File: config.mk
export PLATFORM = sky130hd
export DESIGN_NAME = rf_bus_arbiter
export DESIGN_NICKNAME = d
export VERILOG_FILES = /design/src/rtl/rf_bus_arbiter.sv
export SDC_FILE = /design/constraint.sdc
export NUM_CORES = 1
export LEC_CHECK = 0
export BUFFER_PORTS_ARGS = -buffer_cell sky130_fd_sc_hd__buf_2
export CAP_MARGIN = 20
export CORE_AREA = 2 2 135 137
export CTS_CLUSTER_SIZE = 14
export DETAILED_ROUTE_END_ITERATION = 12
export DIE_AREA = 0 0 137 139
export PLACE_DENSITY = 0.42
export SLEW_MARGIN = 20
export SYNTH_ARGS = -nofsm -noshare
export SYNTH_HDL_FRONTEND = slang
export SYNTH_SLANG_ARGS = --single-unit
File: constraint.sdc
create_clock -name clk -period 2.3 [get_ports clk]
set_input_delay 0.46 -clock clk [delete_from_list [all_inputs] [get_ports clk]]
set_output_delay 0.46 -clock clk [all_outputs]
set_load 0.02 [all_outputs]
File: src/rtl/rf_bus_arbiter.sv
// Two-master round-robin arbiter in front of the register-file slave port.
// Grants are registered; a bounded hold counter forces a handover when both masters want the port.
module rf_bus_arbiter #(
    parameter int ADDR_W   = 16,
    parameter int DIN_W    = 32,
    parameter int DOUT_W   = 64,
    parameter int MAX_HOLD = 16,
    parameter int CNT_W    = 5
) (
    input  logic              clk,
    input  logic              reset,
    input  logic              m0_req,
    input  logic              m0_wr,
    input  logic [ADDR_W-1:0] m0_addr,
    input  logic [DIN_W-1:0]  m0_din,
    output logic              m0_grant,
    output logic [DOUT_W-1:0] m0_dout,
    input  logic              m1_req,
    input  logic              m1_wr,
    input  logic [ADDR_W-1:0] m1_addr,
    input  logic [DIN_W-1:0]  m1_din,
    output logic              m1_grant,
    output logic [DOUT_W-1:0] m1_dout,
    output logic              s_wr,
    output logic [ADDR_W-1:0] s_addr,
    output logic [DIN_W-1:0]  s_din,
    input  logic [DOUT_W-1:0] s_dout,
    output logic              busy,
    output logic              owner
);

    typedef enum logic [1:0] {IDLE, G0, G1} state_t;

    localparam logic [CNT_W-1:0] HOLD_LIM = CNT_W'(MAX_HOLD - 1);

    state_t           state, state_nx;
    logic             rr_ptr;
    logic [CNT_W-1:0] hold_cnt;
    logic             at_lim;

    assign at_lim = (hold_cnt == HOLD_LIM);

    always_comb begin
        state_nx = state;
        case (state)
            IDLE: begin
                if (m0_req && m1_req) state_nx = rr_ptr ? G1 : G0;
                else if (m0_req)      state_nx = G0;
                else if (m1_req)      state_nx = G1;
            end
            G0: begin
                if (!m0_req)                state_nx = m1_req ? G1 : IDLE;
                else if (m1_req && at_lim)  state_nx = G1;
            end
            G1: begin
                if (!m1_req)                state_nx = m0_req ? G0 : IDLE;
                else if (m0_req && at_lim)  state_nx = G0;
            end
            default: state_nx = IDLE;
        endcase
    end

    always_ff @(posedge clk or posedge reset) begin
        if (reset) begin
            state    <= IDLE;
            rr_ptr   <= 1'b0;
            owner    <= 1'b0;
            hold_cnt <= '0;
        end else begin
            state <= state_nx;
            if (state_nx != state) begin
                hold_cnt <= '0;
                if (state_nx == G0) begin
                    rr_ptr <= 1'b1;
                    owner  <= 1'b0;
                end else if (state_nx == G1) begin
                    rr_ptr <= 1'b0;
                    owner  <= 1'b1;
                end
            end else if (state != IDLE && !at_lim) begin
                // Saturating: a lone master keeps the port indefinitely.
                hold_cnt <= hold_cnt + 1'b1;
            end
        end
    end

    assign m0_grant = (state == G0);
    assign m1_grant = (state == G1);
    assign busy     = m0_grant | m1_grant;
    assign m0_dout  = s_dout;
    assign m1_dout  = s_dout;

    // Write strobe is gated by req so a dropped request never writes on its last granted cycle.
    always_comb begin
        s_wr   = 1'b0;
        s_addr = '0;
        s_din  = '0;
        case (state)
            G0: begin
                s_wr   = m0_wr & m0_req;
                s_addr = m0_addr;
                s_din  = m0_din;
            end
            G1: begin
                s_wr   = m1_wr & m1_req;
                s_addr = m1_addr;
                s_din  = m1_din;
            end
            default: ;
        endcase
    end

endmodule

==> out/metrics.cfg, run 1 <==
[outcome]
run_status=complete, but fails checks
violated_checks=negative setup slack

[setup_path]
path_max_fanout=5
cp_data_arrival_time_ps=2480
startpoint_type=register
worst-setup-path-type=register to register
category_of_the_worst_setup_path_capture_point=register
critPathRequiredTime_ps=2410
timing.reg2reg.setup_slack_ps=-70

[clocking]
cts.clk_slew.worst_paths_ps=40
hold_fix_buffer_count_after_cts=0
cts_sinks=9
max-clock-path-buffers=2
cts_made_buffers=3
cts_tree=done
clock_tree_root_driver_cell=sky130_fd_sc_hd__clkbuf_16
worst_skew_pair.late_latency_ps=230
cts_htree_levels=1

[power_and_ir_drop]
power_leakage_nw=1.31
p_sw_frac=0.499
finalPower_mw=3.29
power_density_mw_per_mm2=1190
internal-power_mw=1.65
p_clk_frac=0.092
ir_worst_vdd_mv=0.274
pwr-share-seq=0.077
combPwrFrac=0.831
sw_pwr_mw=1.64

[detailed_routing]
first_iter_violations=124
drt-total-wl_um=7140
per_cell_via_count_in_the_routed_design=3.81
route.antenna.remaining_nets=0
drtPass1Iterations=4
vias=2204
drc_errors=0
wire_per_inst_um=12.3

[cells_and_area]
regArea_um2=225
nFillCells=2014
layout-drive-gt1-share=0.579
area_growth_from_synthesis_to_layout_pct=15.6
antenna-diode-count=0
multi_input_comb_area_mm2=0.00121
nNetsFinal=523
final-instance-count-excl-fill=578

[logic_synthesis]
syn_avg_cell_area_um2=7.49
synthFlopType=sky130_fd_sc_hd__dfrtp_1
synth-async-reset-ratio=1.00
synth_sequential_area_ratio=0.0939
syn-instance-count=320
synth.net_count=493
ys_ff_latch=9
synth_cell_types=39
synthesis.area_mm2=0.00240
synth_warnings=0
synth-edff-count=0

[global_route]
global_route.overflow_total=0
grt_antenna_before_repair=0
grt_pass1_wl_um=10200
grt_pass1_vias=2140
largest_net_degree_at_the_start_of_global_routing=42
groute.usage.overall=0.0669

[floorplan]
io_pins=347
die_height_um=139
fp.coreArea_mm2=0.0177
die_width_um=137
floorplan.initialDensity=0.136
die_footprint_mm2=0.0190
fp-row-count=49

[sta]
max-slew-margin-rel=0.698
final.setup_skew_ps=2.05
layout_setup_ws_ps=-69.2
rsz0062_at_grt=true
timing_worst_slew_pin_value_ps=453
final-hold-violation-count=0
final-setup-viol-count=2
final_report_max_slew_violation_count=0
layout_worst_path_cycle_share=1.03
clock.fmax_mhz=422
setup_tns_ps=-77.6
final_period_minus_worst_setup_slack_ps=2370

[flow_run]
cap_viol_max_count=0

[place]
replace_congestion=0.781
io_buffers=154
placedCellCount=572
place_hpwl_um=5860

[min_path]
worstHoldPathType=primary input to async pin

[final timing paths]
check,startpoint,end,cells after the start
max,hold_cnt[1],rr_ptr,10
min,reset,rr_ptr,2
max reg2reg,hold_cnt[1],rr_ptr,10
min reg2reg,owner,owner,2
max in group asynchronous,reset,hold_cnt[4],2
min in group clk,owner,owner,2
[power by group through the flow]
stage / sequential [mW] / clock [mW] / combinational (mW)
after detailed placement: 0.247 / 0 / 2.67
after CTS: 0.252 / 0.311 / 2.73
after global routing: 0.259 / 0.323 / 3.00
after global placement: 0.247 / 0 / 2.63
final: 0.253 / 0.304 / 2.73
after floorplan: 0.255 / 0 / 2.07
[cell usage after synthesis (2+ instances only)]
cell                       count  area [um^2]
sky130_fd_sc_hd__a31oi_1       4         25.0
sky130_fd_sc_hd__xor2_1        2         17.5
sky130_fd_sc_hd__a21oi_1       2         10.0
sky130_fd_sc_hd__nor2b_1      48          300
sky130_fd_sc_hd__nand2b_1      2         12.5
sky130_fd_sc_hd__o21ai_0       3         15.0
sky130_fd_sc_hd__clkbuf_1     15         56.3
sky130_fd_sc_hd__buf_4       129          968
sky130_fd_sc_hd__inv_1         7         26.3
sky130_fd_sc_hd__ha_1          7         87.6
sky130_fd_sc_hd__nor2_1        7         26.3
sky130_fd_sc_hd__nand2_1       7         26.3
sky130_fd_sc_hd__a22oi_1      48          360
sky130_fd_sc_hd__a21boi_0      2         15.0
sky130_fd_sc_hd__nand3_1       5         25.0
sky130_fd_sc_hd__dfrtp_1       9          225
[critical path, stage by stage, from the launching register on]
cell                       delay, ps
sky130_fd_sc_hd__dfrtp_1         370
sky130_fd_sc_hd__ha_2            190
sky130_fd_sc_hd__and3_4          180
sky130_fd_sc_hd__ha_4            170
sky130_fd_sc_hd__nand2b_4        140
sky130_fd_sc_hd__a22o_1          190
sky130_fd_sc_hd__a31oi_2         150
sky130_fd_sc_hd__a21o_1          160
sky130_fd_sc_hd__ha_1            240
sky130_fd_sc_hd__a21oi_2         150
sky130_fd_sc_hd__mux2_4          310
[placed cells by master (no fill, tap or decap), drive strengths merged, types with 3 or more instances in the layout]
cell	instances
a21boi	3
a21oi	3
a22oi	48
a31oi	4
buf	172
clkbuf	4
dfrtp	9
ha	7
inv	7
nand2	7
nand3	5
nor2	7
nor2b	48
o21ai	3
[sequential cells by signal (all words and copies together) (netlist names)]
name      count
hold_cnt      5
state         2
owner         1
rr_ptr        1
[layer usage]
layer  up-vias  GRT usage  share of wire
met4         0     0.0342          0.037
met2       137      0.119           0.49
met5         -          0              0
met3        47     0.0139          0.096
li1       1015          -              -
met1      1005     0.0734           0.38
[area by class of cell]
| cell class | count | share of cell area |
|---|---|---|
| Timing Repair Buffer | 172 | 0.340 |
| Sequential cell | 9 | 0.0813 |
| Clock buffer | 4 | 0.0284 |
| Tap cell | 229 | 0.103 |
| Multi-Input combinational cell | 157 | 0.437 |
| Inverter | 7 | 0.00948 |
[through the flow]
step | worst slack, ps | area, um^2 | utilization | hold WS [ps]
floorplan | -19.0 | 2460 | - | 288
global placement | -49.4 | 2610 | 0.148 | 443
detailed placement | -94.3 | 2610 | 0.148 | 448
CTS | -97.8 | 2740 | 0.155 | 212
global route | -189 | 2770 | 0.157 | 224
finish | -69.2 | 2770 | 0.157 | 192
[timing repair]
item,in CTS,in global routing
endpoints found under the setup margin,36,43
pin swaps,0,3
buffers inserted,2,0
resized for setup,4,7
[logic make-up (layout without fill, tap and decap cells)]
family	count (synthesis)	after routing	share of synthesized area
mux	2	2	0.0104
fa+ha+maj	7	7	0.0365
flops	9	9	0.0939
buf+inv	154	183	0.447
compound gates	69	69	0.218
xor+xnor	3	3	0.0110
simple gates	76	76	0.183
No activity file was read; power rests on OpenSTA's default activity.
==> inputs of run 2 (changes only) <==
--- a/config.mk
+++ b/config.mk
@@ -11,7 +11,6 @@
 export CTS_CLUSTER_SIZE = 14
 export DETAILED_ROUTE_END_ITERATION = 12
 export DIE_AREA = 0 0 137 139
-export PLACE_DENSITY = 0.42
 export SLEW_MARGIN = 20
 export SYNTH_ARGS = -nofsm -noshare
 export SYNTH_HDL_FRONTEND = slang
==> run 2 against run 1 <==
  * The flow still finishes with violations (negative setup slack)
  * Largest power group unchanged
  * Critical path depth unchanged
  * Wire length increased by 13%
  * Non-clock buffer count increased by 2
  * Fmax about the same
  * Flip-flop and latch count unchanged
  * Sequential share of layout area about the same
  * Final area increased by 0.99%
  * Highest routed layer unchanged
  * Clock-buffer cell count decreased by 1
  * Cell count increased by 0.52%
  * Die area unchanged
==> out/metrics.cfg, run 2 (synthesis gave the netlist of run 1 again) <==
[outcome]
run_status=complete, but fails checks  ; unchanged
violated_checks=negative setup slack  ; unchanged

[cells_and_area]
largestRegisters=hold_cnt: 5 flops, state: 2 flops  ; unchanged
most_frequent_cells_in_the_layout=sky130_fd_sc_hd__buf_2, sky130_fd_sc_hd__a22oi_1, sky130_fd_sc_hd__nor2b_1  ; unchanged
layout-drive-gt1-share=0.593  ; was 0.579
mostFrequentLayoutCell=sky130_fd_sc_hd__buf_2  ; unchanged
regArea_um2=228  ; was 225 um^2
area_growth_from_synthesis_to_layout_pct=16.8  ; was 15.6%
nFillCells=2020  ; was 2014
nNetsFinal=525  ; was 523
max_flop_register=hold_cnt  ; unchanged
finish.utilization=0.159  ; was 0.157
multi_input_comb_area_mm2=0.00119  ; was 0.00121 mm^2
largest_register_ffs=5  ; unchanged

[sta]
final-hold-violation-count=0  ; unchanged
layout_setup_ws_ps=-66.9  ; was -69.2 ps
clock.fmax_mhz=422  ; about the same
layout_worst_path_cycle_share=1.03  ; about the same
timing_worst_slew_pin_value_ps=426  ; was 453 ps
final.setup_skew_ps=1.42  ; was 2.05 ps
final-setup-viol-count=2  ; unchanged
rsz0062_at_grt=true  ; unchanged
max-slew-margin-rel=0.715  ; was 0.698
fin_worst_hold_slack_ps=184  ; was 192 ps
final_period_minus_worst_setup_slack_ps=2370  ; about the same
final_report_max_slew_violation_count=0  ; unchanged

[detailed_routing]
per_cell_via_count_in_the_routed_design=3.75  ; was 3.81
drt-total-wl_um=8090  ; was 7140 um
wire_per_inst_um=13.9  ; was 12.3 um
route.antenna.remaining_nets=0  ; unchanged
first_iter_violations=75  ; was 124
drc_errors=0  ; unchanged
drtPass1Iterations=4  ; unchanged
vias=2181  ; was 2204

[clocking]
cts.clk_slew.worst_paths_ps=40  ; about the same
max-clock-path-buffers=2  ; unchanged
hold_fix_buffer_count_after_cts=0  ; unchanged
cts_made_buffers=3  ; unchanged
cts_htree_levels=1  ; unchanged
worst_skew_pair.late_latency_ps=240  ; was 230 ps
cts_tree=done  ; unchanged
cts_sinks=9  ; unchanged
clock_tree_root_driver_cell=sky130_fd_sc_hd__clkbuf_16  ; unchanged

[setup_path]
critPathRequiredTime_ps=2420  ; was 2410 ps
worst-setup-path-type=register to register  ; unchanged
path_max_fanout=5  ; unchanged
category_of_the_worst_setup_path_capture_point=register  ; unchanged
cp_data_arrival_time_ps=2490  ; was 2480 ps
startpoint_type=register  ; unchanged

[global_route]
groute.usage.overall=0.0753  ; was 0.0669
grt_pass1_vias=2081  ; was 2140
grt_pass1_wl_um=11300  ; was 10200 um
largest_net_degree_at_the_start_of_global_routing=32  ; was 42
grt_antenna_before_repair=0  ; unchanged
global_route.overflow_total=0  ; unchanged

[floorplan]
die_width_um=137  ; unchanged
io_pins=347  ; unchanged
fp.coreArea_mm2=0.0177  ; unchanged
floorplan.initialDensity=0.136  ; unchanged
die_footprint_mm2=0.0190  ; unchanged
fp-row-count=49  ; unchanged
die_height_um=139  ; unchanged

[place]
replace_congestion=0.814  ; was 0.781
place_hpwl_um=6420  ; was 5860 um
io_buffers=154  ; unchanged

[power_and_ir_drop]
power_density_mw_per_mm2=1200  ; was 1190 mW/mm^2
ir_worst_vdd_mv=0.407  ; was 0.274 mV
finalPower_mw=3.36  ; was 3.29 mW
power_leakage_nw=1.32  ; was 1.31 nW

[min_path]
worstHoldPathType=primary input to async pin  ; unchanged

[flow_run]
cap_viol_max_count=0  ; unchanged

run 2: layout make-up:
type	count	area share
Antenna cell	1	0.000894
Tap cell	229	0.102
Sequential cell	9	0.0814
Clock buffer	3	0.0268
Clock inverter	1	0.00179
Multi-Input combinational cell	157	0.426
Inverter	7	0.00939
Timing Repair Buffer	174	0.352
run 2: per-layer routing:
layer / wire, um / share of wire / global-route usage
met5: 0 / 0 / 0
met1: 2880 / 0.36 / 0.0793
met4: 417 / 0.052 / 0.0434
met2: 3690 / 0.46 / 0.123
met3: 1100 / 0.14 / 0.0340
run 2: final timing paths:
| path | start | endpoint | slack [ps] | cells after the start |
|---|---|---|---|---|
| max | hold_cnt[1] | rr_ptr | -70 | 10 |
| min | reset | owner | 180 | 2 |
| max reg2reg | hold_cnt[1] | rr_ptr | -70 | 10 |
| min reg2reg | owner | owner | 520 | 2 |
| max in group asynchronous | reset | state[0] | 1830 | 2 |
| min in group clk | owner | owner | 520 | 2 |
run 2: critical path, stage by stage (launching register included):
cell and delay (ps):
sky130_fd_sc_hd__dfrtp_1 370, sky130_fd_sc_hd__ha_2 190, sky130_fd_sc_hd__and3_4 180, sky130_fd_sc_hd__ha_4 170, sky130_fd_sc_hd__nand2b_4 140, sky130_fd_sc_hd__a22o_1 170
sky130_fd_sc_hd__a31oi_1 170, sky130_fd_sc_hd__a21o_1 160, sky130_fd_sc_hd__ha_1 240, sky130_fd_sc_hd__a21oi_2 150, sky130_fd_sc_hd__mux2_4 310
run 2: through the flow:
stage                     area [um^2]  std cells  worst slack, ps  TNS, ps
after detailed placement         2620        573            -49.8    -72.4
after global placement           2620        573            -34.5    -34.5
after CTS                        2740        578            -60.9    -95.4
after floorplan                  2460        320            -19.0    -19.0
after global routing             2800        580             -197     -620
final                            2800        581            -66.9    -99.7
run 2: power by group:
group	internal (mW)	leakage [nW]	total [mW]	switching [mW]
combinational	1.25	1.17	2.80	1.55
sequential	0.209	0.114	0.253	0.0438
clock	0.230	0.0409	0.311	0.0814
run 2: what timing repair did:
item	4_1_cts	5_1_grt
pin swaps	0	5
endpoints found under the setup margin	34	50
gates cloned	0	1
gates resized for setup	5	11
buffers inserted	1	1
==> inputs of run 3 (changes only) <==
--- a/config.mk
+++ b/config.mk
@@ -11,6 +11,8 @@
 export CTS_CLUSTER_SIZE = 14
 export DETAILED_ROUTE_END_ITERATION = 12
 export DIE_AREA = 0 0 137 139
+export PLACE_DENSITY_LB_ADDON = 0.05
+export SKIP_LAST_GASP = 1
 export SLEW_MARGIN = 20
 export SYNTH_ARGS = -nofsm -noshare
 export SYNTH_HDL_FRONTEND = slang
==> run 3 against run 2 <==
  * The run still ends with negative setup slack left
  * Critical path type unchanged
  * Die area unchanged
  * Fmax decreased by 1.4%
  * Clock-buffer cell count increased by 1
  * Wire length increased by 24%
  * Final area increased by 5.5%
  * Critical path depth unchanged
  * Register-to-register slack got worse by 30 ps
==> out/metrics.cfg, run 3 (synthesis gave the netlist of run 1 again) <==
[power_and_ir_drop]
p_sw_frac=0.495  ; was 0.498
internal-power_mw=1.85  ; was 1.69 mW
power_leakage_nw=1.38  ; was 1.32 nW
power_density_mw_per_mm2=1240  ; was 1200 mW/mm^2
p_clk_frac=0.084  ; was 0.092
ir_worst_vdd_mv=0.346  ; was 0.407 mV
sw_pwr_mw=1.82  ; was 1.67 mW
combPwrFrac=0.848  ; was 0.832
pwr-share-seq=0.067  ; was 0.075

[floorplan]
io_pins=347  ; unchanged
fp.coreArea_mm2=0.0177  ; unchanged
die_height_um=139  ; unchanged
die_footprint_mm2=0.0190  ; unchanged
die_width_um=137  ; unchanged
floorplan.initialDensity=0.136  ; unchanged
fp-row-count=49  ; unchanged

[place]
replace_congestion=0.720  ; was 0.814
io_buffers=154  ; unchanged
placedCellCount=580  ; was 573
place_hpwl_um=7800  ; was 6420 um

[clocking]
hold_fix_buffer_count_after_cts=0  ; unchanged
cts_tree=done  ; unchanged
worst_skew_pair.late_latency_ps=230  ; was 240 ps
cts_made_buffers=3  ; unchanged
max-clock-path-buffers=2  ; unchanged
clock_tree_root_driver_cell=sky130_fd_sc_hd__clkbuf_16  ; unchanged
cts_htree_levels=1  ; unchanged
cts.clk_slew.worst_paths_ps=40  ; about the same
cts_sinks=9  ; unchanged

[min_path]
worstHoldPathType=primary input to async pin  ; unchanged

[sta]
final-setup-viol-count=3  ; was 2
clock.fmax_mhz=417  ; was 422 MHz
layout_worst_path_cycle_share=1.04  ; was 1.03
layout_setup_ws_ps=-100  ; was -66.9 ps
final_report_max_slew_violation_count=0  ; unchanged
timing_worst_slew_pin_value_ps=512  ; was 426 ps
rsz0062_at_grt=true  ; unchanged
final-hold-violation-count=0  ; unchanged
final_period_minus_worst_setup_slack_ps=2400  ; was 2370 ps
final.setup_skew_ps=0.751  ; was 1.42 ps
max-slew-margin-rel=0.659  ; was 0.715
setup_tns_ps=-178  ; was -99.7 ps

[global_route]
grt_antenna_before_repair=2  ; was 0
groute.usage.overall=0.0974  ; was 0.0753
grt_pass1_vias=2332  ; was 2081
global_route.overflow_total=0  ; unchanged
grt_pass1_wl_um=14200  ; was 11300 um
largest_net_degree_at_the_start_of_global_routing=47  ; was 32

[setup_path]
worst-setup-path-type=register to register  ; unchanged
reg2reg_from=hold_cnt[0]  ; was hold_cnt[1]
timing.reg2reg.setup_slack_ps=-100  ; was -70 ps
cp_data_arrival_time_ps=2520  ; was 2490 ps
worstRegToRegCells=10  ; unchanged
path_max_fanout=6  ; was 5
critical_path.reg2reg.endpoint=rr_ptr  ; unchanged
category_of_the_worst_setup_path_capture_point=register  ; unchanged
startpoint_type=register  ; unchanged
critPathRequiredTime_ps=2420  ; about the same

[detailed_routing]
route.top_layer_used=met5  ; was met4
routed-wl-met3_um=783  ; was 1100 um
per_cell_via_count_in_the_routed_design=3.79  ; was 3.75
wire_per_inst_um=17.0  ; was 13.9 um
wl_met2_um=5130  ; was 3690 um
route.antenna.remaining_nets=0  ; unchanged
drc_errors=0  ; unchanged
drt-total-wl_um=10000  ; was 8090 um
drtPass1Iterations=4  ; unchanged
wl_met1_um=3640  ; was 2880 um
first_iter_violations=45  ; was 75
vias=2235  ; was 2181

[cells_and_area]
area_growth_from_synthesis_to_layout_pct=23.2  ; was 16.8%
most_frequent_cells_in_the_layout=sky130_fd_sc_hd__buf_2, sky130_fd_sc_hd__a22oi_1, sky130_fd_sc_hd__nor2b_1  ; unchanged
largest_register_ffs=5  ; unchanged
largestRegisters=hold_cnt: 5 flops, state: 2 flops  ; unchanged
nNetsFinal=534  ; was 525
final-instance-count-excl-fill=590  ; was 581
layout-drive-gt1-share=0.606  ; was 0.593
mostFrequentLayoutCell=sky130_fd_sc_hd__buf_2  ; unchanged
max_flop_register=hold_cnt  ; unchanged

[outcome]
run_status=complete, but fails checks  ; unchanged
violated_checks=negative setup slack  ; unchanged

[flow_run]
cap_viol_max_count=0  ; unchanged

-- run 3: area by class of cell --
class | instances | area [um^2]
Timing Repair Buffer | 183 | 1090
Multi-Input combinational cell | 157 | 1240
Sequential cell | 9 | 226
Fill cell | 2046 | 14700
Clock buffer | 4 | 78.8
Inverter | 7 | 26.3
Tap cell | 229 | 287
Antenna cell | 1 | 2.50
-- run 3: per-stage QoR --
| step | util | total power, mW | instance area (um^2) | hold WS, ps | setup slack [ps] |
|---|---|---|---|---|---|
| final | 0.167 | 3.67 | 2950 | 202 | -100 |
| after global routing | 0.167 | 4.01 | 2950 | 248 | -217 |
| after CTS | 0.162 | 3.59 | 2850 | 213 | -129 |
| after detailed placement | 0.153 | 3.11 | 2700 | 467 | -114 |
| after global placement | 0.153 | 3.15 | 2700 | 466 | -121 |
| after floorplan | - | 2.32 | 2460 | 288 | -19.0 |
-- run 3: per-layer routing --
layer	track usage	vias up
li1	-	1038
met1	0.106	1023
met2	0.178	107
met3	0.0154	65
met4	0.0510	2
met5	0	-
-- run 3: how the worst max path moves through the flow --
stage | start | slack (ps) | endpoint
global placement | hold_cnt[1] | -120 | rr_ptr
detailed placement | hold_cnt[1] | -110 | rr_ptr
floorplan | hold_cnt[0] | -20 | rr_ptr
finish | hold_cnt[0] | -100 | rr_ptr
global route | hold_cnt[0] | -220 | rr_ptr
CTS | hold_cnt[1] | -130 | rr_ptr
-- run 3: critical path: stages (launching register included) --
cell                       delay, ps
sky130_fd_sc_hd__dfrtp_1         380
sky130_fd_sc_hd__ha_2            200
sky130_fd_sc_hd__and3_4          180
sky130_fd_sc_hd__ha_4            170
sky130_fd_sc_hd__nand2b_4        140
sky130_fd_sc_hd__a22o_1          180
sky130_fd_sc_hd__a31oi_2         190
sky130_fd_sc_hd__a21o_1          190
sky130_fd_sc_hd__ha_4            220
sky130_fd_sc_hd__a21oi_4         130
sky130_fd_sc_hd__mux2_4          310
-- run 3: power groups by stage --
stage	clock network [mW]	logic, mW	registers [mW]
2_1_floorplan	0	2.07	0.255
3_3_place_gp	0	2.90	0.252
3_5_place_dp	0	2.86	0.252
4_1_cts	0.320	3.02	0.248
5_1_grt	0.331	3.42	0.257
6_report	0.309	3.11	0.247
-- run 3: what timing repair did --
action / CTS / global route
pin swaps: 0 / 6
setup endpoints to repair: 49 / 37
buffers inserted: 2 / 1
cloned: 1 / 1
resized for setup: 7 / 11
